## src/rtl/timer_bank.sv

```systemverilog
// Multi-channel memory-mapped down-counter timer for the picorv32 native bus.
// Each channel: prescaler, periodic/one-shot reload, sticky pending flag, masked irq.
module timer_bank #(
  parameter int CHANNELS    = 4,
  parameter int PRESC_WIDTH = 16
) (
  input  logic                clk,
  input  logic                reset_n,
  input  logic                select,
  input  logic [3:0]          wstrb,
  input  logic [6:0]          addr,
  input  logic [31:0]         data_i,
  output logic                ready,
  output logic [31:0]         data_o,
  output logic [CHANNELS-1:0] irq,
  output logic                irq_any
);

  localparam int PW = PRESC_WIDTH;

  logic [CHANNELS-1:0] en, mode, ie, pending;
  logic [PW-1:0]       presc [CHANNELS];
  logic [PW-1:0]       pc    [CHANNELS];
  logic [31:0]         load  [CHANNELS];
  logic [31:0]         value [CHANNELS];

  // Handshake: an access is taken at any rising edge with select=1 and ready=0;
  // ready is the registered copy of that condition, so it pulses for exactly one
  // cycle and a select held high cannot retrigger while ready is up.
  logic       access, wr;
  logic [2:0] ch_idx;
  logic [1:0] reg_sel;
  wire        unused_addr = ^addr[1:0];

  assign access  = select & ~ready;
  assign wr      = access & (|wstrb);
  assign ch_idx  = addr[6:4];
  assign reg_sel = addr[3:2];

  function automatic logic [31:0] merge(input logic [31:0] old, input logic [31:0] wd,
                                        input logic [3:0] strb);
    logic [31:0] r;
    r = old;
    for (int b = 0; b < 4; b++)
      if (strb[b]) r[8*b +: 8] = wd[8*b +: 8];
    return r;
  endfunction

  logic [CHANNELS-1:0] ctrl_wr, load_wr, value_wr, clear, tick, expire, en_new;
  logic [PW-1:0]       presc_new [CHANNELS];

  always_comb begin
    for (int c = 0; c < CHANNELS; c++) begin
      ctrl_wr[c]  = wr && (ch_idx == 3'(c)) && (reg_sel == 2'd0);
      load_wr[c]  = wr && (ch_idx == 3'(c)) && (reg_sel == 2'd1);
      value_wr[c] = wr && (ch_idx == 3'(c)) && (reg_sel == 2'd2);
      clear[c]    = wr && (ch_idx == 3'(c)) && (reg_sel == 2'd3) && wstrb[0] && data_i[0];
      tick[c]     = en[c] && (pc[c] == presc[c]);
      // A VALUE write in the same cycle overrides both decrement and expiry.
      expire[c]   = tick[c] && (value[c] == 32'd0) && !value_wr[c];
      en_new[c]   = wstrb[0] ? data_i[0] : en[c];
      for (int i = 0; i < PW; i++)
        presc_new[c][i] = wstrb[2 + i/8] ? data_i[16 + i] : presc[c][i];
    end
  end

  logic [31:0] rd_data;

  always_comb begin
    rd_data = '0;
    for (int c = 0; c < CHANNELS; c++) begin
      if (ch_idx == 3'(c)) begin
        case (reg_sel)
          2'd0: begin
            rd_data            = 32'({ie[c], mode[c], en[c]});
            rd_data[16 +: PW]  = presc[c];
          end
          2'd1:    rd_data = load[c];
          2'd2:    rd_data = value[c];
          default: rd_data = 32'(pending[c]);
        endcase
      end
    end
  end

  always_ff @(posedge clk or negedge reset_n) begin
    if (!reset_n) begin
      ready   <= 1'b0;
      data_o  <= '0;
      en      <= '0;
      mode    <= '0;
      ie      <= '0;
      pending <= '0;
      for (int c = 0; c < CHANNELS; c++) begin
        presc[c] <= '0;
        pc[c]    <= '0;
        load[c]  <= '0;
        value[c] <= '0;
      end
    end else begin
      ready <= access;
      if (access && (wstrb == 4'b0000)) data_o <= rd_data;
      for (int c = 0; c < CHANNELS; c++) begin
        // Bus write to CTRL wins over a one-shot self-disable in the same cycle.
        if (ctrl_wr[c]) begin
          en[c]    <= en_new[c];
          presc[c] <= presc_new[c];
          if (wstrb[0]) begin
            mode[c] <= data_i[1];
            ie[c]   <= data_i[2];
          end
        end else if (expire[c] && mode[c]) begin
          en[c] <= 1'b0;
        end

        if ((ctrl_wr[c] && (en_new[c] != en[c])) || value_wr[c] || tick[c])
          pc[c] <= '0;
        else if (en[c])
          pc[c] <= pc[c] + 1'b1;

        if (value_wr[c])
          value[c] <= merge(value[c], data_i, wstrb);
        else if (tick[c]) begin
          if (value[c] != 32'd0) value[c] <= value[c] - 32'd1;
          else if (!mode[c])     value[c] <= load[c];
        end

        if (load_wr[c]) load[c] <= merge(load[c], data_i, wstrb);

        if (expire[c])     pending[c] <= 1'b1;
        else if (clear[c]) pending[c] <= 1'b0;
      end
    end
  end

  assign irq     = pending & ie;
  assign irq_any = |irq;

endmodule

```

## config.mk

```make
export PLATFORM = sky130hd
export DESIGN_NAME = timer_bank
export DESIGN_NICKNAME = d
export VERILOG_FILES = /design/src/rtl/timer_bank.sv
export SDC_FILE = /design/constraint.sdc
export NUM_CORES = 1
export LEC_CHECK = 0
export BUFFER_PORTS_ARGS = -buffer_cell sky130_fd_sc_hd__buf_2
export CORE_ASPECT_RATIO = 0.8
export CORE_MARGIN = 10
export CORE_UTILIZATION = 45
export CTS_CLUSTER_DIAMETER = 30
export DETAILED_ROUTE_END_ITERATION = 7
export GPL_ROUTABILITY_DRIVEN = 0
export SLEW_MARGIN = 20
export SYNTH_ARGS = -nofsm -noshare
export SYNTH_HDL_FRONTEND = slang
export SYNTH_SLANG_ARGS = --single-unit
export TNS_END_PERCENT = 20
```

## constraint.sdc

```tcl
create_clock -name clk -period 3.5 [get_ports clk]
set_clock_uncertainty 0.1 [all_clocks]
set_input_delay 0.7 -clock clk [delete_from_list [all_inputs] [get_ports clk]]
set_output_delay 0.7 -clock clk [all_outputs]
set_load 0.02 [all_outputs]
```

==> insert_results.sql <==
INSERT INTO impl_metrics (metric_group, metric, value, unit) VALUES
('synth', 'yosysUniqueCellTypes', '87', ''),
('die', 'design.die.area', '66110', 'µm²'),
('synth', 'synth_compound_gate_area_share', '18.35', '%'),
('critical_path', 'worstPathArrival', '3.72', 'ns'),
('sta', 'setup_slack', '0.2131', 'ns'),
('die', 'initial_core_util', '45.63', '%'),
('layout', 'syn_to_final_growth', '21.68', '%'),
('detailed_routing', 'routed_wire_length_per_instance', '24.87', 'µm'),
('critical_path', 'critical_path_cell_count', '9', ''),
('sta', 'maxSlewHeadroom', '38.59', '%'),
('worst_hold_path', 'hold_path_class', 'in2reg', ''),
('power', 'p_clk_share', '52.3', '%'),
('power', 'power_switching', '5.623', 'mW'),
('worst_hold_path', 'timing.hold.worst_endpoint', 'en[3]', ''),
('layout', 'stdcell_area', '30760', 'µm²'),
('critical_path', 'critical_path.reg2reg.startpoint', 'value[32]', ''),
('power', 'peakVddDrop', '0.4085', 'mV'),
('synth', 'post_synth_and_or_nand_nor_area_fraction', '17.28', '%'),
('synth', 'yosys_warnings', '0', ''),
('run', 'drv_cap', '0', ''),
('die', 'die_w', '285.0', 'µm'),
('clocking', 'post_cts_buffers', '0', ''),
('sta', 'min_period', '3.287', 'ns'),
('clocking', 'h_tree_levels', '3', ''),
('detailed_routing', 'drt_wl_total', '92.24', 'mm'),
('synth', 'ys_seq_area_share', '42.86', '%'),
('critical_path', 'path_max_fanout', '8', ''),
('layout', 'final_cell_count_no_fill', '3709', ''),
('detailed_routing', 'drt_first_pass_iters', '6', ''),
('power', 'leakagePower', '13.75', 'nW'),
('critical_path', 'regToRegSetupSlack', '0.21', 'ns'),
('synth', 'async_reset_ff_share', '100.0', '%'),
('sta', 'achievable-frequency', '304.2', 'MHz'),
('sta', 'final_min_period_over_clock_period', '93.91', '%'),
('synth', 'synth_area', '25280', 'µm²'),
('sta', 'grt_setup_unrepaired', 'no', ''),
('sta', 'timing.final.max_slew_violations', '0', ''),
('clocking', 'clockRootBuffer', 'sky130_fd_sc_hd__clkbuf_16', ''),
('sta', 'timing_worst_slew_pin_value', '0.9211', 'ns'),
('critical_path', 'worst-path-buf-inv', '1', ''),
('sta', 'final-setup-viol-count', '0', ''),
('place', 'buffer_ports.inserted', '81', ''),
('synth', 'synth_xor_xnor_area_share', '4.608', '%'),
('synth', 'synth.net_count', '2804', ''),
('clocking', 'clk_pin_slew_worst_paths', '0.05', 'ns'),
('run_status', 'status', 'finished clean', ''),
('detailed_routing', 'drtAntennaViolNets', '0', ''),
('power', 'switching_share', '29.00', '%'),
('global_routing', 'globalRouteOverflowTotal', '0', ''),
('die', 'floorplan.io_pins', '84', ''),
('critical_path', 'regToRegEndpoint', 'value[35]', ''),
('critical_path', 'timing.setup.critical_path_class', 'reg2reg', ''),
('layout', 'post_route_cells_drive_above_1_share', '21.47', '%'),
('critical_path', 'crit_path_top_delay_cell', 'sky130_fd_sc_hd__or4_4', ''),
('synth', 'synth-main-ff-cell', 'sky130_fd_sc_hd__dfrtp_1', ''),
('detailed_routing', 'number_of_design_rule_violations_left_by_the_first_detailed_router_iteration', '2769', ''),
('power', 'power_density', '630.5', 'nW/µm²'),
('die', 'core_region_area', '55400', 'µm²'),
('place', 'placed_cells', '3514', ''),
('synth', 'synth-edff-count', '0', ''),
('layout', 'num-fill-cells', '4878', ''),
('critical_path', 'setup.worst_path.end_class', 'register', ''),
('global_routing', 'first_pass_grt_wire_length', '140.4', 'mm'),
('power', 'pwr-share-seq', '33.2', '%'),
('synth', 'postSynthRegisterBits', '433', ''),
('power', 'power_report.internal_total', '13.77', 'mW'),
('critical_path', 'crit_required', '3.94', 'ns'),
('layout', 'final-seq-area', '10840', 'µm²'),
('critical_path', 'r2r_depth', '9', ''),
('critical_path', 'cp_top_family', 'simple AND/OR/NAND/NOR gates', ''),
('global_routing', 'grt_pass1_vias', '22840', '');
==> power groups by stage <==
stage | Sequential (mW) | Clock, mW | Combinational, mW
finish | 6.44 | 10.1 | 2.80
global route | 6.52 | 10.5 | 3.07
CTS | 6.41 | 10.2 | 2.76
detailed placement | 6.48 | 0 | 2.74
global placement | 6.45 | 0 | 2.69
floorplan | 6.22 | 0 | 1.87
==> worst register-to-register path, stage by stage, from the launching register on <==
cell	delay [ns]
sky130_fd_sc_hd__dfrtp_1	0.44
sky130_fd_sc_hd__inv_1	0.14
sky130_fd_sc_hd__ha_1	0.15
sky130_fd_sc_hd__nor4b_1	0.45
sky130_fd_sc_hd__nand3_1	0.21
sky130_fd_sc_hd__or4_4	0.59
sky130_fd_sc_hd__o2111a_1	0.38
sky130_fd_sc_hd__or2_0	0.41
sky130_fd_sc_hd__o22ai_1	0.24
sky130_fd_sc_hd__nor2_1	0.06
==> registers in the layout, summed over array words and instances, names as in the netlist, 32 cells and up <==
| signal | flops |
|---|---|
| load | 128 |
| presc | 64 |
| data_o | 32 |
| value | 128 |
| pc | 64 |
==> cell type report <==
cell class	count	area share, %
sequential	433	35.23
inverter	33	0.4027
clock inverter	58	2.656
clock buffer	134	9.380
antenna	2	0.01627
tap	750	3.051
timing repair buffer	208	5.003
multi-input combinational	2091	44.26
==> metrics by stage <==
step / utilization (%) / hold WS [ns]
floorplan: - / 0.3044
global placement: 48.80 / 0.3666
detailed placement: 48.80 / 0.3715
CTS: 55.50 / 0.3295
global route: 55.52 / 0.3442
finish: 55.52 / 0.3306
==> worst max path at each step <==
stage               slack [ns]      start         to
global placement          0.25  value[58]  value[32]
floorplan                 0.47    addr[4]  value[71]
detailed placement        0.15    addr[4]      pc[8]
global route              0.02  value[32]  value[35]
finish                    0.21  value[32]  value[35]
CTS                       0.20  value[32]  value[32]
==> Yosys cell counts, drive strengths merged (8+ instances only) <==
cell type / n / area, µm²
dfrtp: 433 / 10840
nor2: 320 / 1209
nand2: 270 / 1016
mux2: 201 / 2263
a21oi: 196 / 992.2
o21ai: 150 / 762.0
clkbuf: 141 / 529.3
mux2i: 86 / 860.8
xor2: 74 / 648.1
a211oi: 73 / 548.0
nand3: 67 / 335.3
xnor2: 59 / 516.8
nor3: 58 / 295.3
a31oi: 53 / 331.6
buf: 48 / 230.2
o211ai: 48 / 360.4
nor4: 47 / 336.6
a22oi: 42 / 320.3
nand4: 41 / 256.5
o22ai: 35 / 219.0
inv: 33 / 123.9
or3: 22 / 142.6
or4: 21 / 165.2
o41ai: 20 / 175.2
nand2b: 19 / 118.9
a221oi: 16 / 140.1
o221ai: 15 / 131.4
and3: 13 / 81.33
o31ai: 13 / 97.59
ha: 12 / 150.1
and2: 10 / 62.56
or2: 10 / 62.57
a211o: 8 / 70.07
a21o: 8 / 60.06
==> logic make-up after synthesis <==
family | Yosys count
AOI/OAI and AO/OA | 721
xor gates and xnor gates | 133
adders and majority gates | 12
buffers and inverters | 222
DFF | 433
muxes | 292
and+or+nand+nor | 933
==> metal layers <==
layer	GRT usage (%)	vias up	share of wire, %
met4	11.38	4	4.1
met1	37.41	11550	42
met2	40.50	1281	43
met5	0	-	0.023
met3	6.933	249	11
li1	-	10360	-
==> placed cells by master (no fill, tap or decap), types with 78 or more instances in the layout <==
cell type | Yosys | final
sky130_fd_sc_hd__a21oi_1 | 195 | 195
sky130_fd_sc_hd__buf_2 | 19 | 78
sky130_fd_sc_hd__buf_4 | 3 | 115
sky130_fd_sc_hd__clkbuf_16 | 0 | 104
sky130_fd_sc_hd__dfrtp_1 | 433 | 433
sky130_fd_sc_hd__mux2_2 | 201 | 201
sky130_fd_sc_hd__mux2i_1 | 86 | 86
sky130_fd_sc_hd__nand2_1 | 269 | 268
sky130_fd_sc_hd__nor2_1 | 319 | 319
sky130_fd_sc_hd__o21ai_0 | 147 | 147
==> timing repair <==
item,4_1_cts,5_1_grt
resized for setup,0,1
hold buffers,1,0
endpoints found under the hold margin,2,0
setup endpoints to repair,0,4
(Power assumes the default switching activity.)
